## src/rtl/vga_timing_pkg.sv

```systemverilog
// Shared 640x480@60 VGA timing constants and sync-monitor FSM encoding.
package vga_timing_pkg;

    localparam int VGA_H_TOTAL    = 800;
    localparam int VGA_H_SYNC_W   = 96;
    localparam int VGA_H_BP       = 48;
    localparam int VGA_H_ACTIVE   = 640;
    localparam int VGA_V_TOTAL    = 525;
    localparam int VGA_V_SYNC_W   = 2;
    localparam int VGA_V_BP       = 33;
    localparam int VGA_V_ACTIVE   = 480;
    localparam int VGA_LOSS_LIMIT = 3;

    localparam logic [1:0] ST_SEARCH = 2'b00;
    localparam logic [1:0] ST_ALIGN  = 2'b01;
    localparam logic [1:0] ST_LOCKED = 2'b10;

    function automatic logic [7:0] sat_inc8(input logic [7:0] v);
        return (v == 8'hff) ? v : v + 8'd1;
    endfunction

endpackage

```

## src/rtl/vga_sync_monitor_sync_edge_det.sv

```systemverilog
// Registers one active-low sync input and flags its falling edge.
module sync_edge_det (
    input  logic clk,
    input  logic reset,
    input  logic pix_ce,
    input  logic sync_n,
    output logic fall
);

    logic prev;

    always_ff @(posedge clk) begin
        if (reset) begin
            prev <= 1'b1;
        end else if (pix_ce) begin
            prev <= sync_n;
        end
    end

    assign fall = pix_ce & prev & ~sync_n;

endmodule

```

## src/rtl/vga_sync_monitor.sv

```systemverilog
// Receive-side VGA timing checker: rebuilds x/y from the syncs, locks to
// the frame and reports line-length, frame-length and display-enable errors.
module vga_sync_monitor
    import vga_timing_pkg::*;
#(
    parameter int H_TOTAL    = VGA_H_TOTAL,
    parameter int H_SYNC_W   = VGA_H_SYNC_W,
    parameter int H_BP       = VGA_H_BP,
    parameter int H_ACTIVE   = VGA_H_ACTIVE,
    parameter int V_TOTAL    = VGA_V_TOTAL,
    parameter int V_SYNC_W   = VGA_V_SYNC_W,
    parameter int V_BP       = VGA_V_BP,
    parameter int V_ACTIVE   = VGA_V_ACTIVE,
    parameter int LOSS_LIMIT = VGA_LOSS_LIMIT
) (
    input  logic       clk,
    input  logic       reset,
    input  logic       pix_ce,
    input  logic       hsync_n,
    input  logic       vsync_n,
    input  logic       de,
    output logic       locked,
    output logic       pix_valid,
    output logic [9:0] x,
    output logic [9:0] y,
    output logic       frame_start,
    output logic       err_hlen,
    output logic       err_vlen,
    output logic       err_de,
    output logic [7:0] frame_count,
    output logic [7:0] err_count
);

    localparam logic [10:0] H_TOT = 11'(H_TOTAL);
    localparam logic [10:0] H_BEG = 11'(H_SYNC_W + H_BP);
    localparam logic [10:0] H_END = 11'(H_SYNC_W + H_BP + H_ACTIVE);
    localparam logic [10:0] H_SAT = 11'h7ff;
    localparam logic [9:0]  V_TOT = 10'(V_TOTAL);
    localparam logic [9:0]  V_BEG = 10'(V_SYNC_W + V_BP);
    localparam logic [9:0]  V_END = 10'(V_SYNC_W + V_BP + V_ACTIVE);
    localparam logic [9:0]  V_SAT = 10'h3ff;
    localparam logic [1:0]  LOSS  = 2'(LOSS_LIMIT);

    logic        hf, vf;
    logic [10:0] hcnt, hcnt_n;
    logic [9:0]  vcnt, vcnt_n;
    logic [1:0]  state, state_n;
    logic [1:0]  bad_cnt, bad_n;
    logic [7:0]  fcnt_n;
    logic        frame_bad, line_de_err;
    logic        hact, vact, act_lock;
    logic        h_eq, v_eq;
    logic        hlen_e, vlen_e, de_e, any_e, wdog;
    logic [9:0]  x_n, y_n;

    sync_edge_det u_hs_det (
        .clk    (clk),
        .reset  (reset),
        .pix_ce (pix_ce),
        .sync_n (hsync_n),
        .fall   (hf)
    );

    sync_edge_det u_vs_det (
        .clk    (clk),
        .reset  (reset),
        .pix_ce (pix_ce),
        .sync_n (vsync_n),
        .fall   (vf)
    );

    // vsync edge wins over a coincident hsync edge for the line count
    always_comb begin
        hcnt_n = hcnt;
        vcnt_n = vcnt;
        if (pix_ce) begin
            if (hf) begin
                hcnt_n = '0;
            end else if (hcnt != H_SAT) begin
                hcnt_n = hcnt + 11'd1;
            end
            if (vf) begin
                vcnt_n = '0;
            end else if (hf && (vcnt != V_SAT)) begin
                vcnt_n = vcnt + 10'd1;
            end
        end
    end

    assign h_eq   = (hcnt + 11'd1) == H_TOT;
    assign v_eq   = (vcnt + 10'd1) == V_TOT;
    assign hact   = (hcnt_n >= H_BEG) && (hcnt_n < H_END);
    assign vact   = (vcnt_n >= V_BEG) && (vcnt_n < V_END);
    assign hlen_e = hf && (state != ST_SEARCH) && !h_eq;
    assign vlen_e = vf && (state != ST_SEARCH) && !v_eq;
    assign de_e   = pix_ce && (state == ST_LOCKED)
                    && (de != (hact && vact))
                    && (hf || !line_de_err);
    assign any_e  = hlen_e | vlen_e | de_e;
    assign wdog   = pix_ce && (state != ST_SEARCH)
                    && (hcnt_n == H_SAT) && (hcnt != H_SAT);

    always_comb begin
        state_n = state;
        bad_n   = bad_cnt;
        fcnt_n  = frame_count;
        if (wdog) begin
            state_n = ST_SEARCH;
        end else if (vf) begin
            unique case (1'b1)
                (state == ST_SEARCH): begin
                    state_n = ST_ALIGN;
                end
                (state == ST_ALIGN): begin
                    if (!frame_bad && !hlen_e && v_eq) begin
                        state_n = ST_LOCKED;
                        bad_n   = '0;
                        fcnt_n  = '0;
                    end
                end
                (state == ST_LOCKED): begin
                    if (!(frame_bad || any_e)) begin
                        fcnt_n = frame_count + 8'd1;
                        bad_n  = '0;
                    end else begin
                        bad_n = bad_cnt + 2'd1;
                        if (bad_n == LOSS) begin
                            state_n = ST_SEARCH;
                        end
                    end
                end
                default: state_n = ST_SEARCH;
            endcase
        end
    end

    assign act_lock = (state_n == ST_LOCKED) && hact && vact;
    assign x_n      = act_lock ? (hcnt_n[9:0] - H_BEG[9:0]) : '0;
    assign y_n      = act_lock ? (vcnt_n - V_BEG) : '0;
    assign locked   = (state == ST_LOCKED);

    always_ff @(posedge clk) begin
        if (reset) begin
            hcnt        <= '0;
            vcnt        <= '0;
            state       <= ST_SEARCH;
            bad_cnt     <= '0;
            frame_count <= '0;
            err_count   <= '0;
            frame_bad   <= 1'b0;
            line_de_err <= 1'b0;
            pix_valid   <= 1'b0;
            x           <= '0;
            y           <= '0;
            frame_start <= 1'b0;
            err_hlen    <= 1'b0;
            err_vlen    <= 1'b0;
            err_de      <= 1'b0;
        end else begin
            hcnt        <= hcnt_n;
            vcnt        <= vcnt_n;
            state       <= state_n;
            bad_cnt     <= bad_n;
            frame_count <= fcnt_n;
            frame_bad   <= vf ? 1'b0 : (frame_bad | any_e);
            line_de_err <= (hf ? 1'b0 : line_de_err) | de_e;
            frame_start <= vf;
            err_hlen    <= hlen_e;
            err_vlen    <= vlen_e;
            err_de      <= de_e;
            if (any_e || wdog) begin
                err_count <= sat_inc8(err_count);
            end
            if (pix_ce) begin
                pix_valid <= act_lock;
                x         <= x_n;
                y         <= y_n;
            end
        end
    end

endmodule

```

## config.mk

```make
export PLATFORM = sky130hd
export DESIGN_NAME = vga_sync_monitor
export DESIGN_NICKNAME = d
export VERILOG_FILES = /design/src/rtl/vga_timing_pkg.sv /design/src/rtl/vga_sync_monitor_sync_edge_det.sv /design/src/rtl/vga_sync_monitor.sv
export SDC_FILE = /design/constraint.sdc
export NUM_CORES = 1
export LEC_CHECK = 0
export ABC_AREA = 1
export BUFFER_PORTS_ARGS = -buffer_cell sky130_fd_sc_hd__buf_2
export CAP_MARGIN = 20
export CORE_MARGIN = 2
export CORE_UTILIZATION = 25
export CTS_BUF_LIST = sky130_fd_sc_hd__clkbuf_16
export DETAILED_ROUTE_END_ITERATION = 8
export PLACE_DENSITY = 0.52
export SYNTH_ARGS = -nofsm -noshare
export SYNTH_HDL_FRONTEND = slang
export SYNTH_SLANG_ARGS = --single-unit
export TNS_END_PERCENT = 20
```

## constraint.sdc

```tcl
create_clock -name clk -period 5.6 [get_ports clk]
set_input_delay 0.84 -clock clk [delete_from_list [all_inputs] [get_ports clk]]
set_output_delay 0.84 -clock clk [all_outputs]
set_load 0.05 [all_outputs]
```

==> reports/summary.txt, run 1 <==
Postcts setup bufs -> 0
Clock latency on the worst-skew pair -> 0.34 ns
Reg power frac -> 42.0%
First-pass GRT wire length -> 18500 um
Placed insts -> 896
Status -> completed
CP max FO -> 25
Initial core utilization -> 25.4%
Worst Setup End Kind -> flip-flop
Final setup fails -> 0
Total GRT Usage -> 13.1%
Max Clock Freq -> 234 MHz
Setup TNS -> 0 ns
Post-DRT Antenna Nets -> 0
Sw power -> 336 uW
Die area -> 17800 um^2
Area grow syn2layout -> 17.4%
Placed Instance Area -> 4620 um^2
Drc violations -> 0
CP dominant cell by count -> nand2_1
Antenna cell count -> 0
Max Cap Viol -> 0
Max H-tree Level -> 3
Util after Layout -> 29.8%
Number of DRC markers in iteration 0 -> 213
Synth Net Count -> 663
Power share of the clock group -> 46.2%
Worst hold endpoint -> x[3]
Max Clock Skew -> 0.00571 ns
PostCTS Resize Cnt -> 0
Drt pass-1 iters -> 5
Vias in the first global route -> 3665
CP Launch Type -> input port
WHS Path Cells -> 2
Core Area -> 16500 um^2
Critical R2R Capture -> y[5]
Max VDD drop -> 0.000160 V
Netlist Area Pre-Place -> 4180 um^2
Dpl ws -> 1.04 ns
# clock sinks -> 70
Final instance area -> 4910 um^2
Period minus WS final -> 4.27 ns
Initial antenna violation count -> 0
CP Data Arrival Time -> 4.54 ns
Hpwl dp -> 8710 um
Reg2Reg Depth -> 26
Hold Crit Class -> reg2reg
Warnings from Yosys -> 0
Die X -> 133 um
Yosys reg bits -> 70
Internal power -> 891 uW
Share of layout cells above drive strength 1 -> 15.2%
Crit path max-delay cell type -> buf_2
Worst r2r src -> vcnt[0]
Crit path kind -> in2reg
CTS Buffer Depth -> 2
Clk Tree Root Cell -> clkbuf_16
Clock Pin Slew Worst Setup and Hold Paths -> 0.06 ns
Synthesized instance count -> 643
Pwr dens -> 250 nW/um^2
# nets final -> 707
Final slew viol count -> 0
Total number of vias -> 3953
Final wirelength -> 11300 um
Required time of the critical path -> 5.87 ns
Cts hold-fix bufs -> 0
CTS tree -> done
Sw Ratio -> 27.4%
Hold Fails Final Rpt -> 0
RSZ-0062 raised after global routing -> false
Slowest cell delay on critical path -> 0.39 ns
Placement row count -> 47
Vias per cell -> 4.33
Average size of a mapped cell -> 6.51 um^2
GR Overflow Total -> 0
Setup ws final -> 1.33 ns
Sequential share of the synthesized area -> 33.5%
CTS buffer count -> 9
Slew HR -> 39.3%
Leak pwr -> 0.00244 uW
Worst-margin pin slew -> 0.910 ns
Number of distinct library cells after synthesis -> 43
HP Start -> x[3]
Pin count of the biggest net entering global routing -> 37
Non-filler cells, final -> 912
# port buffers -> 47
Die Height -> 133 um
Logic gate share of total power -> 11.8%
Avg WL per Cell -> 12.4 um
R2R Setup Slk -> 1.75 ns
I/O Pins -> 48
Final Wtd Congestion -> 0.840
Tcrit/Tclk final -> 76.2%
-- flip-flops by register name, indices dropped and copies added, names as in the netlist, 2 cells and up --
signal / count
hcnt: 11
vcnt: 10
x: 10
y: 10
err_count: 8
frame_count: 8
bad_cnt: 2
state: 2
-- per-stage QoR --
step	total power [uW]	hold WS [ns]
final	1230	0.449
after global routing	1290	0.462
after CTS	1240	0.452
after detailed placement	671	0.439
after global placement	673	0.439
after floorplan	636	0.449
-- critical path: cells and delay by family --
| kind | cells | cell delay [ns] |
|---|---|---|
| simple gates | 20 | 2.46 |
| buf+inv | 4 | 0.80 |
| fa+ha+maj | 1 | 0.26 |
| compound gates | 1 | 0.18 |
-- cell type report --
cell class                 instances  area (um^2)
sequential                        70         1400
multi-input combinational        465         2350
clock buffer                       9          225
tap                              220          275
fill                            1857        11600
clock inverter                     7         65.1
inverter                          92          345
timing repair buffer              49          250
-- cells in the mapped netlist, drive strengths merged --
cell type	number	share of area, %
a2111oi	1	0.21
xor2	6	1.3
nand4	24	3.9
o211ai	2	0.36
o21a	1	0.18
clkbuf	10	0.90
a21oi	13	1.6
dfxtp	70	33
a211oi	1	0.18
nor2	91	9.0
o311ai	1	0.39
buf	6	1.2
nor4	1	0.15
inv	92	8.3
a221oi	1	0.21
nand3b	2	0.36
and3	2	0.30
ha	14	4.2
nand2	201	19
o21bai	3	0.72
nand3	59	8.3
o211a	1	0.24
or2	2	0.30
nor3	13	1.9
xnor2	3	0.63
a21boi	2	0.63
a31oi	2	0.30
o21ai	19	2.3
-- cells by family (layout without fill, tap and decap cells) --
group | after synthesis | in the layout | synth area share (%)
compound gates | 47 | 47 | 7.24
simple gates | 395 | 395 | 42.9
flops | 70 | 70 | 33.5
xor+xnor | 9 | 9 | 1.88
buf+inv | 108 | 157 | 10.3
fa+ha+maj | 14 | 14 | 4.19
-- layer usage --
layer	track usage [%]	share of wire [%]
met4	4.73	1.5
met1	17.9	51
met5	0	0
met3	3.23	4.4
met2	20.2	43
-- how the worst max path moves through the flow --
stage                     startpoint              to
after floorplan               pix_ce  frame_count[6]
after global placement        pix_ce       pix_valid
after detailed placement      pix_ce            y[2]
after CTS                     pix_ce            y[5]
after global routing          pix_ce            y[5]
final                         pix_ce            y[5]
-- placed cells by master (no fill, tap or decap), types with 3 or more instances in the layout --
| cell type | n |
|---|---|
| clkbuf_16 | 9 |
| inv_1 | 88 |
| nor2_2 | 5 |
| nand3_2 | 10 |
| nand4_1 | 22 |
| nor2_1 | 83 |
| nand2_1 | 192 |
| xnor2_1 | 3 |
| nor3_1 | 10 |
| nor2_4 | 3 |
| a21oi_1 | 13 |
| inv_2 | 4 |
| buf_2 | 47 |
| nand3_1 | 49 |
| clkinv_2 | 3 |
| nand2_2 | 8 |
| nor3_2 | 3 |
| ha_1 | 14 |
| o21ai_0 | 11 |
| dfxtp_1 | 70 |
| xor2_1 | 6 |
| o21ai_1 | 8 |
-- power by group through the flow --
stage	clock network [uW]	registers, uW	logic [uW]
finish	567	515	145
global route	605	516	166
CTS	582	515	145
detailed placement	0	526	145
global placement	0	526	146
floorplan	0	528	107
(Power assumes the default switching activity.)
==> run 2, diff against run 1 <==
- PLACE_DENSITY: 0.52 -> 0.53
- clock period: 5.6 -> 3.6 ns (I/O delays scaled with it)
==> run 2 against run 1 <==
Effect of this change:
- sequential share of layout area fell by 1.7 points
- sequential power rose by 56%
- combinational power rose by 73%
- worst setup slack got worse by 0.98 ns
- critical endpoint is now frame_count[6]
- register-to-register slack got worse by 1.4 ns
==> reports/summary.txt, run 2 (same netlist as run 1, synthesis figures left out) <==
Status -> completed
Clk Tree Root Cell -> clkbuf_16
Initial core utilization -> 25.4% (unchanged)
CTS tree -> done
Antenna cell count -> 0 (unchanged)
Clock latency on the worst-skew pair -> 0.34 ns (about the same)
Total number of vias -> 4116 (+4.1%)
Placement row count -> 47 (unchanged)
Worst-margin pin slew -> 0.965 ns (+0.0551 ns)
Placed insts -> 919 (+2.6%)
First-pass GRT wire length -> 19300 um (+4.1%)
Sw Ratio -> 25.8% (-1.6 points)
Placed Instance Area -> 4790 um^2 (+3.7%)
Clock Pin Slew Worst Setup and Hold Paths -> 0.06 ns (about the same)
Drc violations -> 0 (unchanged)
Most flop-heavy register -> hcnt
Avg WL per Cell -> 12.3 um (-0.91%)
Max Clock Freq -> 307 MHz
Setup TNS -> 0 ns (unchanged)
Hold Fails Final Rpt -> 0 (unchanged)
Power share of the clock group -> 49.7% (+3.5 points)
Max H-tree Level -> 3 (unchanged)
GRT met2 Usage -> 21.3% (+1.1 points)
Commonest non-fill, non-tap cell in the layout -> nand2_1
# clock sinks -> 70 (unchanged)
Crit path kind -> reg2reg
CP Data Arrival Time -> 3.49 ns (-1.05 ns)
Die area -> 17800 um^2 (unchanged)
Max VDD drop -> 0.000227 V (+42%)
Most frequent cells in the layout -> nand2_1 (190), inv_1 (86), nor2_1 (83)
Drt pass-1 iters -> 5 (unchanged)
Number of DRC markers in iteration 0 -> 224 (+5.2%)
# nets final -> 736 (+4.1%)
Area grow syn2layout -> 25.4%
CP Launch Type -> flip-flop
Worst Setup End Kind -> flip-flop
Number of flip-flops in the largest register -> 11 (unchanged)
Cts hold-fix bufs -> 0 (unchanged)
Pin count of the biggest net entering global routing -> 36 (-2.7%)
Reg power frac -> 38.4% (-3.6 points)
Internal power -> 1550 uW (+74%)
Final wirelength -> 11500 um (+2.2%)
Share of layout cells above drive strength 1 -> 20.2% (+5.1 points)
Die X -> 133 um (unchanged)
Period minus WS final -> 3.25 ns
Final Power -> 2090 uW (+70%)
Core Area -> 16500 um^2 (unchanged)
Tcrit/Tclk final -> 90.3%
Final instance area -> 5250 um^2 (+6.9%)
Initial antenna violation count -> 0 (unchanged)
Global Route met1 Usage -> 18.3% (+0.37 points)
CTS Buffer Depth -> 2 (unchanged)
CP max FO -> 8 (-68%)
Max Clock Skew -> 0.00745 ns (+0.00174 ns)
Final setup fails -> 0 (unchanged)
Non-filler cells, final -> 941 (+3.2%)
# port buffers -> 47 (unchanged)
Logic gate share of total power -> 12.0% (+0.2 points)
Total GRT Usage -> 13.6% (+0.43 points)
Die Height -> 133 um (unchanged)
Vias in the first global route -> 4004 (+9.2%)
Met3 Use GR -> 3.77% (+0.53 points)
Leak pwr -> 0.00260 uW (+6.4%)
Hold Crit Class -> reg2reg
Pwr dens -> 398 nW/um^2 (+59%)
Final slew viol count -> 0 (unchanged)
Gr busiest metal -> met2
GR Overflow Total -> 0 (unchanged)
I/O Pins -> 48 (unchanged)
Required time of the critical path -> 3.83 ns (-2.04 ns)
Post-DRT Antenna Nets -> 0 (unchanged)
Final Wtd Congestion -> 0.866 (+3.1%)
Sw power -> 540 uW (+61%)
CTS buffer count -> 9 (unchanged)
RSZ-0062 raised after global routing -> false
Max Cap Viol -> 0 (unchanged)
Slew HR -> 35.6% (-3.7 points)
Fill cells -> 1860 (+0.16%)
Hpwl dp -> 8810 um (+1.2%)
Vias per cell -> 4.37 (+0.91%)
run 2: final timing paths:
path | to | depth (start not counted) | slack (ns) | startpoint
worst max-delay path | frame_count[6] | 25 | 0.35 | vcnt[0]
worst min-delay path | x[8] | 2 | 0.45 | x[8]
worst max register to register | frame_count[6] | 25 | 0.35 | vcnt[0]
worst min register to register | x[8] | 2 | 0.45 | x[8]
run 2: layer usage:
| layer | up-vias | share of wire, % |
|---|---|---|
| met2 | 86 | 44 |
| met1 | 1835 | 50 |
| li1 | 2186 | - |
| met5 | - | 0 |
| met4 | 0 | 1.0 |
| met3 | 9 | 4.7 |
run 2: power by group through the flow:
stage / Clock [uW] / Combinational, uW / Sequential (uW)
after floorplan: 0 / 167 / 822
after detailed placement: 0 / 243 / 817
after global placement: 0 / 246 / 817
after CTS: 1070 / 245 / 800
after global routing: 1100 / 284 / 803
final: 1040 / 251 / 802
run 2: final cells by class:
class | instances | area [um^2] | share of cell area [%]
clock buffer | 9 | 225 | 4.29
tap | 220 | 275 | 5.24
multi-input combinational | 465 | 2400 | 45.7
inverter | 92 | 345 | 6.58
clock inverter | 7 | 121 | 2.31
timing repair buffer | 78 | 475 | 9.06
sequential | 70 | 1410 | 26.8
run 2: what timing repair did:
item	in CTS	in global routing
endpoints found under the hold margin	0	0
resized for setup	0	18
setup endpoints to repair	0	31
setup buffers	0	6
run 2: metrics by stage:
step / utilization (%) / hold WS, ns / setup slack (ns)
after floorplan: - / 0.449 / 0.234
after global placement: 29.1 / 0.442 / 0.163
after detailed placement: 29.1 / 0.435 / 0.0788
after CTS: 31.2 / 0.455 / 0.0690
after global routing: 31.9 / 0.468 / 0.00908
final: 31.9 / 0.451 / 0.348
run 2: worst max-delay path, stage by stage (launching register included):
cell and delay, ns:
dfxtp_2 0.36, ha_4 0.15, nand2_2 0.06, nor2_4 0.14, nand3_4 0.11, nand2_4 0.13
nor2_1 0.05, nor3_1 0.23, ha_1 0.25, nand4_1 0.11, nor2_1 0.11, nand2_1 0.08
nand2_1 0.06, nor2_1 0.05, nor2_2 0.10, nand3_2 0.08, nand4_2 0.11, nand3_2 0.11
nand2_1 0.10, nand2_2 0.10, nor3_2 0.18, nand2_1 0.07, nor2_1 0.13, nand2_1 0.08
o21ai_1 0.13, nor2_1 0.05
==> run 3, diff against run 2 <==
- CORE_MARGIN: 2 -> not set
- REMOVE_ABC_BUFFERS: not set -> 1
==> run 3 against run 2 <==
Effect of this change:
- total power down 4.8%
- clock power shrank 9%
- non-clock buffer count down 7
- sequential power is essentially flat
- worst hold slack barely moved
- wire length decreased by 2.2%
- sequential cell count did not move
==> reports/summary.txt, run 3 (same netlist as run 1, synthesis figures left out) <==
Hpwl dp -> 8640 um (-1.9%)
Most frequent cells in the layout -> nand2_1 (192), inv_1 (87), nor2_1 (82)
Antenna cell count -> 0 (unchanged)
Area grow syn2layout -> 23.4%
Drt pass-1 iters -> 4 (-1)
Total GRT Usage -> 13.7% (+0.15 points)
Worst-margin pin slew -> 0.998 ns (+0.0329 ns)
Initial antenna violation count -> 0 (unchanged)
Sw Ratio -> 26.2% (+0.31 points)
Reg power frac -> 40.3% (+1.9 points)
# clock sinks -> 70 (unchanged)
Max Cap Viol -> 0 (unchanged)
Setup TNS -> 0 ns (unchanged)
Period minus WS final -> 3.26 ns (+0.0124 ns)
First-pass GRT wire length -> 18900 um (-1.8%)
Share of layout cells above drive strength 1 -> 18.9% (-1.3 points)
CP Data Arrival Time -> 3.55 ns (+0.06 ns)
Max VDD drop -> 0.000221 V (-2.6%)
Max Clock Freq -> 306 MHz (-0.38%)
Crit path kind -> reg2reg
Die Height -> 131 um (-1.5%)
Die area -> 17300 um^2 (-3.0%)
Max Clock Skew -> 0.00687 ns (-0.000575 ns)
# port buffers -> 47 (unchanged)
Worst r2r src -> vcnt[0]
Final Wtd Congestion -> 0.815 (-5.8%)
Sw power -> 521 uW (-3.7%)
Worst Setup End Kind -> flip-flop
Power share of the clock group -> 47.5% (-2.2 points)
Logic gate share of total power -> 12.3% (+0.3 points)
Final wirelength -> 11300 um (-2.2%)
Required time of the critical path -> 3.88 ns (+0.05 ns)
Number of flip-flops in the largest register -> 11 (unchanged)
Util after Layout -> 32.0% (+0.16 points)
Commonest non-fill, non-tap cell in the layout -> nand2_1
Total number of vias -> 4050 (-1.6%)
Post-DRT Antenna Nets -> 0 (unchanged)
Initial core utilization -> 26.0% (+0.55 points)
HP Start -> x[0]
Final setup fails -> 0 (unchanged)
Status -> completed
Avg WL per Cell -> 12.1 um (-1.0%)
Placement row count -> 46 (-2.1%)
Core Area -> 16100 um^2 (-2.1%)
Max H-tree Level -> 3 (unchanged)
CP max FO -> 8 (unchanged)
CTS tree -> done
RSZ-0062 raised after global routing -> false
Setup ws final -> 0.336 ns (-0.0124 ns)
Pin count of the biggest net entering global routing -> 36 (unchanged)
GR Overflow Total -> 0 (unchanged)
Die X -> 131 um (-1.5%)
Drc violations -> 0 (unchanged)
Dpl ws -> 0.122 ns (+0.0435 ns)
Clock latency on the worst-skew pair -> 0.34 ns (about the same)
Leak pwr -> 0.00256 uW (-1.6%)
Beginning of the critical path -> vcnt[0]
Slew HR -> 33.4% (-2.2 points)
CTS buffer count -> 9 (unchanged)
Clock Pin Slew Worst Setup and Hold Paths -> 0.06 ns (about the same)
Vias per cell -> 4.35 (-0.44%)
Vias in the first global route -> 3829 (-4.4%)
WHS Path Cells -> 2 (unchanged)
Clk Tree Root Cell -> clkbuf_16
I/O Pins -> 48 (unchanged)
CP Launch Type -> flip-flop
# nets final -> 729 (-0.95%)
Number of DRC markers in iteration 0 -> 223 (-0.45%)
Hold Fails Final Rpt -> 0 (unchanged)
Reg2Reg Depth -> 27 (+8.0%)
Pwr dens -> 385 nW/um^2 (-3.2%)
Fill cells -> 1821 (-2.1%)
CTS Buffer Depth -> 2 (unchanged)
Tcrit/Tclk final -> 90.7% (+0.34 points)
Most flop-heavy register -> hcnt
Hold Crit Class -> reg2reg
Internal power -> 1470 uW (-5.2%)
Final slew viol count -> 0 (unchanged)
run 3: worst max-delay path, stage by stage (launching register included):
cell      delay (ns)
dfxtp_2         0.36
ha_2            0.21
nand2_2         0.07
nor2_4          0.12
nand3_4         0.11
nand2_4         0.13
nand2_1         0.06
o211ai_1        0.10
inv_1           0.10
ha_2            0.21
inv_2           0.08
nand4_4         0.11
nor2_1          0.14
nor2_1          0.05
nor2_1          0.13
nand3_2         0.11
nand4_4         0.11
nand3_2         0.11
nand2_1         0.07
nand2_1         0.04
nand2_1         0.06
nand2_1         0.04
nand2_1         0.08
nand3_2         0.09
nor2_4          0.13
buf_6           0.15
nand4_1         0.10
nand2_1         0.13
run 3: power groups by stage:
stage          clock (uW)  combinational, uW  sequential [uW]
6_report              945                244              802
5_1_grt              1010                274              803
4_1_cts               978                238              801
3_5_place_dp            0                237              818
3_3_place_gp            0                239              818
2_1_floorplan           0                154              822
run 3: timing repair:
action,CTS,global route
endpoints found under the setup margin,0,32
buffers inserted,0,1
gates resized for setup,0,15
hold buffers,0,0
endpoints found under the hold margin,0,0
run 3: layer usage:
layer | vias to the layer above | GRT usage (%) | part of all wire, %
li1 | 2183 | - | -
met1 | 1796 | 18.7 | 52
met2 | 62 | 21.6 | 43
met3 | 9 | 3.16 | 4.0
met4 | 0 | 3.62 | 0.96
met5 | - | 0 | 0
run 3: path summary, 6_finish.rpt:
kind | to | slack (ns)
setup reg to reg | x[2] | 0.34
setup / recovery | x[2] | 0.34
hold / removal | x[0] | 0.45
hold reg to reg | x[0] | 0.45
run 3: final cells by class:
| cell class | instances | area (um^2) | area share, % |
|---|---|---|---|
| clock inverter | 7 | 88.8 | 1.72 |
| multi-input combinational | 465 | 2410 | 46.7 |
| tap | 216 | 270 | 5.23 |
| sequential | 70 | 1410 | 27.2 |
| timing repair buffer | 71 | 419 | 8.12 |
| inverter | 92 | 345 | 6.69 |
| clock buffer | 9 | 225 | 4.36 |
run 3: metrics by stage:
step / cells / hold slack, ns / total power [uW] / area (um^2)
2_1_floorplan: 627 / 0.443 / 976 / 4100
3_3_place_gp: 913 / 0.438 / 1060 / 4770
3_5_place_dp: 913 / 0.436 / 1050 / 4770
4_1_cts: 929 / 0.457 / 2020 / 5090
5_1_grt: 930 / 0.473 / 2080 / 5160
6_report: 930 / 0.452 / 1990 / 5160
